<file path="src/rtl/pipe_ctrl_pkg.sv">
// ---------------------------------------------------------------------------
// pipe_ctrl_pkg
// Shared types and constants for the pipeline hazard controller.
//   state_e   : controller FSM states (RUN, MEM_WAIT)
//   REG_AW_DEF: default register-file address width
//   ctrl_t    : bundle of the seven pipeline-register control outputs
//   CTRL_*    : the fixed control patterns the controller can emit
// ---------------------------------------------------------------------------
package pipe_ctrl_pkg;

  typedef enum logic {
    RUN      = 1'b0,
    MEM_WAIT = 1'b1
  } state_e;

  localparam int REG_AW_DEF = 5;

  typedef struct packed {
    logic pc_en;
    logic ifid_en;
    logic ifid_flush;
    logic idex_en;
    logic idex_flush;
    logic exmem_en;
    logic memwb_flush;
  } ctrl_t;

  // Normal flow: everything advances, nothing is squashed.
  localparam ctrl_t CTRL_RUN    = '{pc_en: 1'b1, ifid_en: 1'b1, ifid_flush: 1'b0,
                                    idex_en: 1'b1, idex_flush: 1'b0,
                                    exmem_en: 1'b1, memwb_flush: 1'b0};
  // Reset: all registers load, all flushable registers load NOPs.
  localparam ctrl_t CTRL_RESET  = '{pc_en: 1'b1, ifid_en: 1'b1, ifid_flush: 1'b1,
                                    idex_en: 1'b1, idex_flush: 1'b1,
                                    exmem_en: 1'b1, memwb_flush: 1'b1};
  // Memory wait: freeze the front of the pipe, bubble into MEM/WB so the
  // stalled instruction is not written back twice.
  localparam ctrl_t CTRL_FREEZE = '{pc_en: 1'b0, ifid_en: 1'b0, ifid_flush: 1'b0,
                                    idex_en: 1'b0, idex_flush: 1'b0,
                                    exmem_en: 1'b0, memwb_flush: 1'b1};
  // Taken branch: squash the two wrong-path instructions behind EX.
  localparam ctrl_t CTRL_BRANCH = '{pc_en: 1'b1, ifid_en: 1'b1, ifid_flush: 1'b1,
                                    idex_en: 1'b1, idex_flush: 1'b1,
                                    exmem_en: 1'b1, memwb_flush: 1'b0};
  // Load-use: hold PC and IF/ID, inject one bubble into ID/EX.
  localparam ctrl_t CTRL_LOADUSE = '{pc_en: 1'b0, ifid_en: 1'b0, ifid_flush: 1'b0,
                                     idex_en: 1'b1, idex_flush: 1'b1,
                                     exmem_en: 1'b1, memwb_flush: 1'b0};

endpackage

</file>
<file path="src/rtl/pipeline_hazard_ctrl_sat_counter.sv">
// ---------------------------------------------------------------------------
// sat_counter
// Saturating up-counter used for performance debug.
//   clk   : clock
//   rst   : synchronous active-high reset, clears the count
//   inc   : increment request for this cycle
//   count : current value, sticks at all-ones
// ---------------------------------------------------------------------------
module sat_counter #(
  parameter int CNT_W = 16
) (
  input  logic             clk,
  input  logic             rst,
  input  logic             inc,
  output logic [CNT_W-1:0] count
);

  logic [CNT_W-1:0] count_q;

  always_ff @(posedge clk) begin
    if (rst) begin
      count_q <= '0;
    end else if (inc && (count_q != '1)) begin
      count_q <= count_q + 1'b1;
    end
  end

  assign count = count_q;

endmodule

</file>
<file path="src/rtl/pipeline_hazard_ctrl.sv">
// ---------------------------------------------------------------------------
// pipeline_hazard_ctrl
// Stall/flush sequencer for a 5-stage pipeline. Resolves load-use hazards
// (detected at ID), taken branches (resolved at EX) and multi-cycle data
// memory accesses (in MEM). Control outputs are combinational from state and
// inputs; state and counters are registered.
//   clk, rst                      : clock, synchronous active-high reset
//   idex_mem_read, idex_rd        : load in ID/EX and its destination
//   ifid_rs1/rs2, ifid_uses_rs2   : sources of the instruction in IF/ID
//   ex_branch_taken               : taken branch/jump resolved in EX
//   mem_req, mem_ready            : data-memory handshake for EX/MEM
//   pc_en .. memwb_flush          : pipeline register enables / flushes
//   stall_cnt, flush_cnt          : saturating performance counters
// ---------------------------------------------------------------------------
module pipeline_hazard_ctrl
  import pipe_ctrl_pkg::*;
#(
  parameter int REG_AW = REG_AW_DEF,
  parameter int CNT_W  = 16
) (
  input  logic              clk,
  input  logic              rst,
  input  logic              idex_mem_read,
  input  logic [REG_AW-1:0] idex_rd,
  input  logic [REG_AW-1:0] ifid_rs1,
  input  logic [REG_AW-1:0] ifid_rs2,
  input  logic              ifid_uses_rs2,
  input  logic              ex_branch_taken,
  input  logic              mem_req,
  input  logic              mem_ready,
  output logic              pc_en,
  output logic              ifid_en,
  output logic              ifid_flush,
  output logic              idex_en,
  output logic              idex_flush,
  output logic              exmem_en,
  output logic              memwb_flush,
  output logic [CNT_W-1:0]  stall_cnt,
  output logic [CNT_W-1:0]  flush_cnt
);

  state_e state_q;
  state_e state_d;
  ctrl_t  ctrl;
  logic   load_use;
  logic   freeze;

  // x0 is hardwired to zero, so a load targeting it never creates a hazard.
  assign load_use = idex_mem_read && (idex_rd != '0) &&
                    ((idex_rd == ifid_rs1) ||
                     (ifid_uses_rs2 && (idex_rd == ifid_rs2)));

  // Freeze while waiting, and also in the cycle that starts the wait. In the
  // release cycle (mem_ready=1) this drops and the RUN priorities apply to
  // whatever inputs are present then; branches/lu seen during the wait are
  // simply never acted upon.
  assign freeze = ((state_q == MEM_WAIT) || mem_req) && !mem_ready;

  always_comb begin
    ctrl = CTRL_RUN;
    if (rst) begin
      ctrl = CTRL_RESET;
    end else if (freeze) begin
      ctrl = CTRL_FREEZE;
    end else if (ex_branch_taken) begin
      // The dependent instruction is on the wrong path, so flush beats lu.
      ctrl = CTRL_BRANCH;
    end else if (load_use) begin
      ctrl = CTRL_LOADUSE;
    end
  end

  // RUN->MEM_WAIT on an unfinished request, MEM_WAIT->RUN on mem_ready;
  // both collapse to "next state is MEM_WAIT exactly when frozen".
  always_comb begin
    state_d = freeze ? MEM_WAIT : RUN;
  end

  always_ff @(posedge clk) begin
    if (rst) begin
      state_q <= RUN;
    end else begin
      state_q <= state_d;
    end
  end

  assign pc_en       = ctrl.pc_en;
  assign ifid_en     = ctrl.ifid_en;
  assign ifid_flush  = ctrl.ifid_flush;
  assign idex_en     = ctrl.idex_en;
  assign idex_flush  = ctrl.idex_flush;
  assign exmem_en    = ctrl.exmem_en;
  assign memwb_flush = ctrl.memwb_flush;

  sat_counter #(.CNT_W(CNT_W)) u_stall_cnt (
    .clk   (clk),
    .rst   (rst),
    .inc   (!ctrl.pc_en),
    .count (stall_cnt)
  );

  sat_counter #(.CNT_W(CNT_W)) u_flush_cnt (
    .clk   (clk),
    .rst   (rst),
    .inc   (ctrl.ifid_flush),
    .count (flush_cnt)
  );

endmodule

</file>
<file path="config.mk">
export PLATFORM = sky130hd
export DESIGN_NAME = pipeline_hazard_ctrl
export DESIGN_NICKNAME = d
export VERILOG_FILES = /design/src/rtl/pipe_ctrl_pkg.sv /design/src/rtl/pipeline_hazard_ctrl_sat_counter.sv /design/src/rtl/pipeline_hazard_ctrl.sv
export SDC_FILE = /design/constraint.sdc
export NUM_CORES = 1
export LEC_CHECK = 0
export CAP_MARGIN = 20
export CORE_MARGIN = 2
export CORE_UTILIZATION = 45
export DETAILED_ROUTE_END_ITERATION = 7
export HOLD_SLACK_MARGIN = 0.15
export PLACE_DENSITY = 0.8
export SLEW_MARGIN = 20
export SYNTH_ARGS = -nofsm -noshare
export SYNTH_HDL_FRONTEND = slang
export SYNTH_SLANG_ARGS = --single-unit
export TNS_END_PERCENT = 5
</file>
<file path="constraint.sdc">
create_clock -name clk -period 2.45 [get_ports clk]
set_input_delay 0.245 -clock clk [delete_from_list [all_inputs] [get_ports clk]]
set_output_delay 0.245 -clock clk [all_outputs]
set_load 0.005 [all_outputs]
</file>
# Word level (Yosys, flattened, before mapping)

Index checks and enable logic that the tools add are counted.

Bits in latches: 0
ROM bits: 0
Output and inout port bits: 39
Memory bits (writable): 0
Register bits: 33
Memories: 0
Bits of input ports: 22

Equality and inequality tests: 4
$mul: 0
Div/mod/pow operators: 0
$add $sub $neg: 2
Mux-type cells: 5
Reduce and logical (&&, ||, !) cells: 11
Shift-type cells: 0
Magnitude comparators: 0
Bitwise logic cells: 0

Operator list:

| operator              | count |
|---|---|
| $add 16x1->16 const B | 2 |
| $ne 16x16->1 const B  | 2 |
| $mux 7                | 4 |
| $eq 5x5->1            | 2 |
| $logic_and 1x1->1     | 6 |
| $reduce_bool 5->1     | 1 |
| $logic_not 1->1       | 2 |
| $logic_or 1x1->1      | 2 |
| $mux 1                | 1 |

# Depth between registers and ports, before layout

Gate-level depths: netlist of the first run.

Depth in word-level cells: 10
Gate-level depth with buffers: 8
Depth with buffers taken out: 7

# Modules after synthesis

From an unflattened synthesis of the first run, not the netlist that was laid out.

Cells, all modules: 226
Area total of the unflattened synthesis: 1919.3 µm²

Modules (own cells, without submodules):

| module               | instances | area an instance (µm²) | sequential area each (µm²) | cells an instance |
|---|---|---|---|---|
| sat_counter          | 2         | 848.3                  | 320.3                      | 99 |
| pipeline_hazard_ctrl | 1         | 222.7                  | 20.0                       | 28 |

# Worst setup path before layout of the first run

No wires, ideal clock.

Path kind: input to output
Start: in idex_rd[1]
End: out pc_en
Path slack: 0.594 ns
Arrival: 1.611 ns
Cell stages on the path: 6
Required time: 2.205 ns
Cells stage by stage: or4_1 -> o21a_1 -> a21boi_2 -> clkbuf_1 -> nand2b_1 -> buf_4

Word-level cells in the longest chain between the ends: 8
Elaborated cells on any way between the ends: 11

RTL lines:

| what                | RTL line                   | RTL |
|---|---|---|
| start: declaration  | pipeline_hazard_ctrl.sv:24 | `input logic [REG_AW-1:0] idex_rd,` |
| $eq 5x5->1          | pipeline_hazard_ctrl.sv:51 | `(ifid_uses_rs2 && (idex_rd == ifid_rs2)));` |
| $logic_and 1x1->1   | pipeline_hazard_ctrl.sv:51 |  |
| $logic_or 1x1->1    | pipeline_hazard_ctrl.sv:50 | `((idex_rd == ifid_rs1) \|\|` |
| $logic_and 1x1->1 * | pipeline_hazard_ctrl.sv:49 | `assign load_use = idex_mem_read && (idex_rd != '0) &&` |
| $mux 7 *            | pipeline_hazard_ctrl.sv:68 | `end else if (load_use) begin` |
| $mux 7 *            | pipeline_hazard_ctrl.sv:65 | `end else if (ex_branch_taken) begin` |
| $mux 7 *            | pipeline_hazard_ctrl.sv:63 | `end else if (freeze) begin` |
| $mux 7 *            | pipeline_hazard_ctrl.sv:61 | `if (rst) begin` |
| end: declaration    | pipeline_hazard_ctrl.sv:31 | `output logic pc_en,` |

Mark *: on every way between the ends. The rest lies on a longest branch, timed or not.

# Final worst setup path of the first run

Start: in idex_rd[3]
End: out idex_flush

Word-level cells in the longest chain between the ends: 8
Elaborated cells on any way between the ends: 11

RTL lines:

| what                | RTL line                   | RTL |
|---|---|---|
| $eq 5x5->1          | pipeline_hazard_ctrl.sv:51 |  |
| $logic_and 1x1->1   | pipeline_hazard_ctrl.sv:51 |  |
| $logic_or 1x1->1    | pipeline_hazard_ctrl.sv:50 |  |
| $logic_and 1x1->1 * | pipeline_hazard_ctrl.sv:49 |  |
| $mux 7 *            | pipeline_hazard_ctrl.sv:68 |  |
| $mux 7 *            | pipeline_hazard_ctrl.sv:65 |  |
| $mux 7 *            | pipeline_hazard_ctrl.sv:63 |  |
| $mux 7 *            | pipeline_hazard_ctrl.sv:61 |  |
| end: declaration    | pipeline_hazard_ctrl.sv:35 | `output logic idex_flush,` |

Marked as above.

==> results.md, run 1 <==
* Initial antenna violation count at 0
* Dominant cell type by area after synthesis: dfxtp_1
* Critical path launch point: idex_rd[3]
* Yosys top cell area share at a little under two fifths
* Crit path DAT at around 2000 ps
* Routability Congestion at ~0.8
* Ports at 61
* Synthesis Warnings at 0
* WHS at ~520 ps
* Sink Count at 33
* Synth async-reset ratio at 0%
* Outcome: completed
* Cell area after placement at 0.00241 mm2
* Clock Path Buffers at 2
* Num CTS Buffers at 5
* Drt total wl at between 4 and 5 mm
* Post-synth cell types at 38
* Setup Viol. Count Final at 0
* Net Switching at 295 uW
* H-tree levels at 2
* Place WS at -38.0 ps
* Worst R2R Setup Slack at between 300 and 400 ps
* Most used DFF post-synth: dfxtp_1
* Synth Register Bits at 33
* Cell Count, Final, Fillers Out at around 320
* Worst-Margin Slew at 502 ps
* Most common cell in the synthesized netlist: dfxtp_1
* Hold/Removal Path Class: reg -> reg
* Critical Path End: idex_flush
* R2r endpoint: u_stall_cnt.count[10]$_SDFFE_PP0P_
* Int Pwr at around 1.0 mW
* Peak VDD IR at about 0.55 mV
* Net Sw Frac at 22.1%
* Area grow syn2layout at 47.4%
* Gr usage total at about a fifth
* # DRC at 0
* Overflow after GRT at 0
* Ant diodes at 0
* Hold bufs inserted after CTS at 0
* Avg Cell Area, Syn at 8.44 um2
* Final hold vios at 0
* Worst setup SP type: input pin
* Reg2reg start: u_stall_cnt.count[0]$_SDFFE_PP0P_
* Fmax at between 400 and 500 MHz
* Vias in the first global route at 1569
* Reg power frac at 41.4%
* Setup TNS at 0 ps
* PD cells at approximately 520 mW/mm2
* Die area at about 0.0044 mm2
* Antenna Nets Post-Route at 0
* Clock slew seen by the registers of the worst setup and hold paths at about 70 ps
* Detailed-router iteration count before antenna repair at 4
* Worst Skew at roughly 8 ps
* Die Span Y at ~66 um
* DPL Wire Length at 3.07 mm
* Commonest cells in the synthesized netlist: dfxtp_1, nor2_1, nand3_1, xnor2_1, nand2_1
* FF-to-FF path depth at 7
* Fin nets at 297
* Power share of the combinational group at a little under an eighth
* Worst skew pair latency at between 200 and 300 ps
* Register area share after synthesis at 38.0%
* Iteration-0 DRC count of the detailed router at 57
* Crit end category: output pin
* Post-route minimum period at around 2300 ps
* TritonCTS clock tree: done
* Synthesized Nets at 230
* Layout cell share with drive strength beyond 1 at 10.2%
* Input/output buffers at 60
* Finished Cell Area at about 0.0026 mm2
* Clock share of power at a little under half
* Std cell rows at 22
* Vias per cell at about 5.3
* CP Data Required Time at 2200 ps
* Hold path start: u_stall_cnt.count[7]$_SDFFE_PP0P_
* Die width at 66.1 um
* Largest net degree at the start of global routing at 37
* Total number of vias at between 1500 and 2000
* Post-synth EDFFs at 0
* Cells after Synth at a little over 200
* CP Max Fanout at 2
* Setup ws final at between 150 and 200 ps
* CTS root buf: clkbuf_8
* Final Cycle Share at ~93%
* RSZ-0062 raised after global routing: false
* Placed Cells incl. Taps at approximately 310
* Count of final max-slew check failures at 0
* First-pass GRT wire length at approximately 6.9 mm
* Initial Util at 47.1%
* Max_slew headroom at 66.5%
* Pleak at approximately 0.87 nW
* Fin util at a little over two thirds
* WS Path Type: in -> out
* Overall Power at about 1.3 mW
* Synth top area cells: dfxtp_1, xnor2_1, xor2_1
* Post-Syn Area at 0.00174 mm2
* Max Cap Viol at 0
* Wire length per cell at around 13 um
* Core outline area at 0.00369 mm2
[final cells by class]
type,instances,area (um2)
timing repair buffer,68,661
inverter,3,11.3
sequential,33,661
tap,48,60.1
clock buffer,5,68.8
fill,323,1130
clock inverter,3,68.8
multi-input combinational,162,1030
[flip-flops by register name, indices dropped and copies added (netlist names)]
register / count
u_stall_cnt.count: 16
u_flush_cnt.count: 16
state_q: 1
[worst min-delay path by stage]
stage,endpoint,slack [ps],depth (start not counted)
after detailed placement,u_stall_cnt.count[15]$_SDFFE_PP0P_,510,2
final,u_stall_cnt.count[7]$_SDFFE_PP0P_,520,2
after global placement,u_stall_cnt.count[15]$_SDFFE_PP0P_,490,2
after floorplan,state_q$_SDFF_PP0_,480,2
after global routing,u_stall_cnt.count[7]$_SDFFE_PP0P_,540,2
after CTS,u_stall_cnt.count[7]$_SDFFE_PP0P_,520,2
[cell families (layout without fill, tap and decap cells)]
| logic type | after synthesis | after routing | synth area share, % |
|---|---|---|---|
| AND/OR/NAND/NOR | 95 | 95 | 28.0 |
| flip-flops | 33 | 33 | 38.0 |
| multiplexers | 3 | 3 | 1.80 |
| buffers and inverters | 11 | 79 | 3.24 |
| AO/OA/AOI/OAI | 35 | 35 | 13.9 |
| adder cells (fa/ha/maj) | 2 | 2 | 1.44 |
| XOR/XNOR | 27 | 27 | 13.6 |
[critical path: stages]
cell and delay, ps:
clkdlybuf4s50_1 430, buf_4 150, xnor2_1 160, nand4_1 130, o22ai_1 240, nand3_1 110, nand2_1 80, clkdlybuf4s50_1 500
[routing by layer]
metal | share of wire [%] | GRT usage (%) | vias up
met5 | 0 | 0 | -
met4 | 1.1 | 7.14 | 0
met3 | 6.5 | 6.47 | 5
li1 | - | - | 863
met2 | 47 | 33.9 | 48
met1 | 45 | 24.9 | 783
[power groups by stage]
stage               clock, mW  sequential (mW)  combinational [mW]
floorplan                   0            0.564              0.0698
global placement            0            0.564               0.151
detailed placement          0            0.565               0.152
CTS                     0.638            0.553               0.155
global route            0.663            0.555               0.166
finish                  0.630            0.552               0.153
[timing repair]
item / 4_1_cts / 5_1_grt
buffers inserted: 0 / 0
pin swaps: 0 / 2
gates resized for setup: 4 / 1
hold endpoints to repair: 0 / 0
endpoints found under the setup margin: 2 / 1
[placed cells by master, fill, tap and decap left out, drive strengths merged, types with 4 or more instances in the layout]
master and count:
buf 8, inv 4, clkdlybuf4s50 57, nand2 14
nand4 11, or3 10, dfxtp 33, xor2 12
xnor2 15, nand3 15, nor2 26, a21oi 13
o21ai 12, clkbuf 5
Power figures use the tool's default switching activity.
==> run 2, diff against run 1 <==
--- a/constraint.sdc
+++ b/constraint.sdc
@@ -3,2 +3,2 @@
 set_output_delay 0.245 -clock clk [all_outputs]
-set_load 0.005 [all_outputs]
+set_load 0.05 [all_outputs]
==> results.md, run 2 (synthesis gave the netlist of run 1 again) <==
* Outcome: completed
* Area grow syn2layout at 48.1%
* Ports at 61 (unchanged)
* Setup ws final at 168 ps (+5.43 ps)
* Reg area at 661 um2 (unchanged)
* Post-route minimum period at 2280 ps (-5.43 ps)
* Critical Path Max Stage Delay at 570 ps (+70 ps)
* Core outline area at 0.00369 mm2 (unchanged)
* Critical path launch point: idex_rd[1]
* Initial antenna violation count at 0 (unchanged)
* First-pass GRT wire length at 6.68 mm (-2.8%)
* Count of final max-slew check failures at 0 (unchanged)
* Commonest non-fill, non-tap cell in the layout: clkdlybuf4s50_1
* Hold bufs inserted after CTS at 0 (unchanged)
* Worst R2R Setup Slack at 380 ps (about the same)
* Antenna Nets Post-Route at 0 (unchanged)
* Crit path DAT at 2040 ps (about the same)
* Fmax at 438 MHz (+0.24%)
* CTS root buf: clkbuf_8
* Pleak at 0.879 nW (+0.67%)
* Crit path cell chain: clkdlybuf4s50_1 -> or4_1 -> o21a_1 -> a21boi_2 -> nand2b_1 -> buf_12
* Ant diodes at 0 (unchanged)
* Detailed-router iteration count before antenna repair at 4 (unchanged)
* Setup TNS at 0 ps (unchanged)
* # DRC at 0 (unchanged)
* Wire length per cell at 12.8 um (-4.6%)
* Post CTS Setup Buffer Count at 0 (unchanged)
* RSZ-0062 raised after global routing: false
* Resized Gates After CTS at 0 (-4)
* Most frequent cells in the layout: clkdlybuf4s50_1, dfxtp_1, nor2_1, xnor2_1, nand3_1
* Setup Viol. Count Final at 0 (unchanged)
* Fin nets at 294 (-1.0%)
* Layout cell share with drive strength beyond 1 at 11.1% (+0.85 points)
* Place WS at 89.5 ps (+127 ps)
* Worst setup SP type: input pin
* PD cells at 534 mW/mm2 (+2.4%)
* Num CTS Buffers at 5 (unchanged)
* R2r endpoint: u_stall_cnt.count[3]$_SDFFE_PP0P_
* Initial Util at 47.1% (unchanged)
* Multi-input gate area at 0.00102 mm2 (-1.1%)
* Max_slew headroom at 55.8% (-11 points)
* CP Max Fanout at 3 (+1)
* WHS at 515 ps (-5.40 ps)
* Clock Path Buffers at 2 (unchanged)
* Reg2reg start: u_stall_cnt.count[0]$_SDFFE_PP0P_
* Cell area after placement at 0.00244 mm2 (+0.93%)
* Routability Congestion at 0.832 (+4.2%)
* Max Cap Viol at 0 (unchanged)
* Die width at 66.1 um (unchanged)
* Vias in the first global route at 1518 (-3.3%)
* Drt total wl at 4.09 mm (-5.5%)
* Placed Cells incl. Taps at 311 (-0.96%)
* Std cell rows at 22 (unchanged)
* Largest net degree at the start of global routing at 37 (unchanged)
* Hold/Removal Path Class: reg -> reg
* Max stage delay cell, worst path: or4_1
* Peak VDD IR at 0.373 mV (-32%)
* Crit end category: output pin
* Gr usage total at 19.3% (-1.2 points)
* DPL Wire Length at 2.99 mm (-2.4%)
* Final Cycle Share at 93.1% (-0.22 points)
* Total number of vias at 1684 (-0.88%)
* Overflow after GRT at 0 (unchanged)
* FF-to-FF path depth at 7 (unchanged)
* Clock slew seen by the registers of the worst setup and hold paths at 70 ps (about the same)
* Iteration-0 DRC count of the detailed router at 63 (+11%)
* Cell Count, Final, Fillers Out at 319 (-0.93%)
* TritonCTS clock tree: done
* Die Span Y at 66.1 um (unchanged)
* Die area at 0.00438 mm2 (unchanged)
* Critical Path End: ifid_en
* Input/output buffers at 60 (unchanged)
* Worst-Margin Slew at 663 ps (+161 ps)
* H-tree levels at 2 (unchanged)
* Worst Skew at 3.04 ps (-5.02 ps)
* Worst skew pair latency at 280 ps (about the same)
* CP Data Required Time at 2200 ps (about the same)
* # fillers at 325 (+0.62%)
* WS Path Type: in -> out
* Sink Count at 33 (unchanged)
* Final hold vios at 0 (unchanged)
* Finished Cell Area at 0.00257 mm2 (+0.44%)
* Vias per cell at 5.28 (about the same)
==> run 2: cell types whose count changed in the layout (fill, tap and decap cells not counted), sizes merged <==
| cell | change |
|---|---|
| buf | +4 |
| clkdlybuf4s50 | -4 |
| dlygate4sd2 | -2 |
| dlymetal6s2s | -1 |
==> run 2: worst max-delay path, delay by kind of cell <==
family,cells,cell delay [ps]
AND/OR/NAND/NOR,2,820
AO/OA/AOI/OAI,2,340
buffers and inverters,2,630
==> run 2: power by group <==
group	switching, mW	leakage [nW]	internal [mW]
Sequential	0.00892	0.266	0.543
Clock	0.210	0.0687	0.409
Combinational	0.109	0.544	0.0928
==> run 2: layout make-up <==
class                   instances  area share [%]
flip-flops and latches         33            25.7
multi-input cells             162            39.7
clock buffers                   5            2.67
well taps                      48            2.33
clock inverters                 3            2.67
inverters                       3           0.438
repair buffers                 65            26.5
==> run 2: worst min-delay path by stage <==
stage,slack (ps),to,start,cells past startpoint
2_1_floorplan,480,state_q$_SDFF_PP0_,mem_req,2
3_3_place_gp,490,u_stall_cnt.count[15]$_SDFFE_PP0P_,u_stall_cnt.count[15]$_SDFFE_PP0P_,2
3_5_place_dp,500,u_stall_cnt.count[15]$_SDFFE_PP0P_,u_stall_cnt.count[15]$_SDFFE_PP0P_,2
4_1_cts,520,u_stall_cnt.count[15]$_SDFFE_PP0P_,u_stall_cnt.count[15]$_SDFFE_PP0P_,2
5_1_grt,540,u_stall_cnt.count[7]$_SDFFE_PP0P_,u_stall_cnt.count[7]$_SDFFE_PP0P_,2
6_report,510,u_stall_cnt.count[15]$_SDFFE_PP0P_,u_stall_cnt.count[15]$_SDFFE_PP0P_,2
==> run 2: stage by stage <==
stage / power, mW / utilization, %
3_3_place_gp: 0.765 / 66.0
4_1_cts: 1.39 / 69.8
3_5_place_dp: 0.767 / 66.0
2_1_floorplan: 0.677 / -
6_report: 1.37 / 69.8
5_1_grt: 1.42 / 69.8
==> run 2: metal layers <==
metal  vias to the layer above  wire length, um  share of wire, %  GRT usage, %
met5                         -                0                 0             0
met4                         0               60               1.5          5.87
met3                         6              319               7.8          6.30
met2                        54             1890                46          31.1
met1                       764             1810                44          24.4
li1                        860                -                 -             -
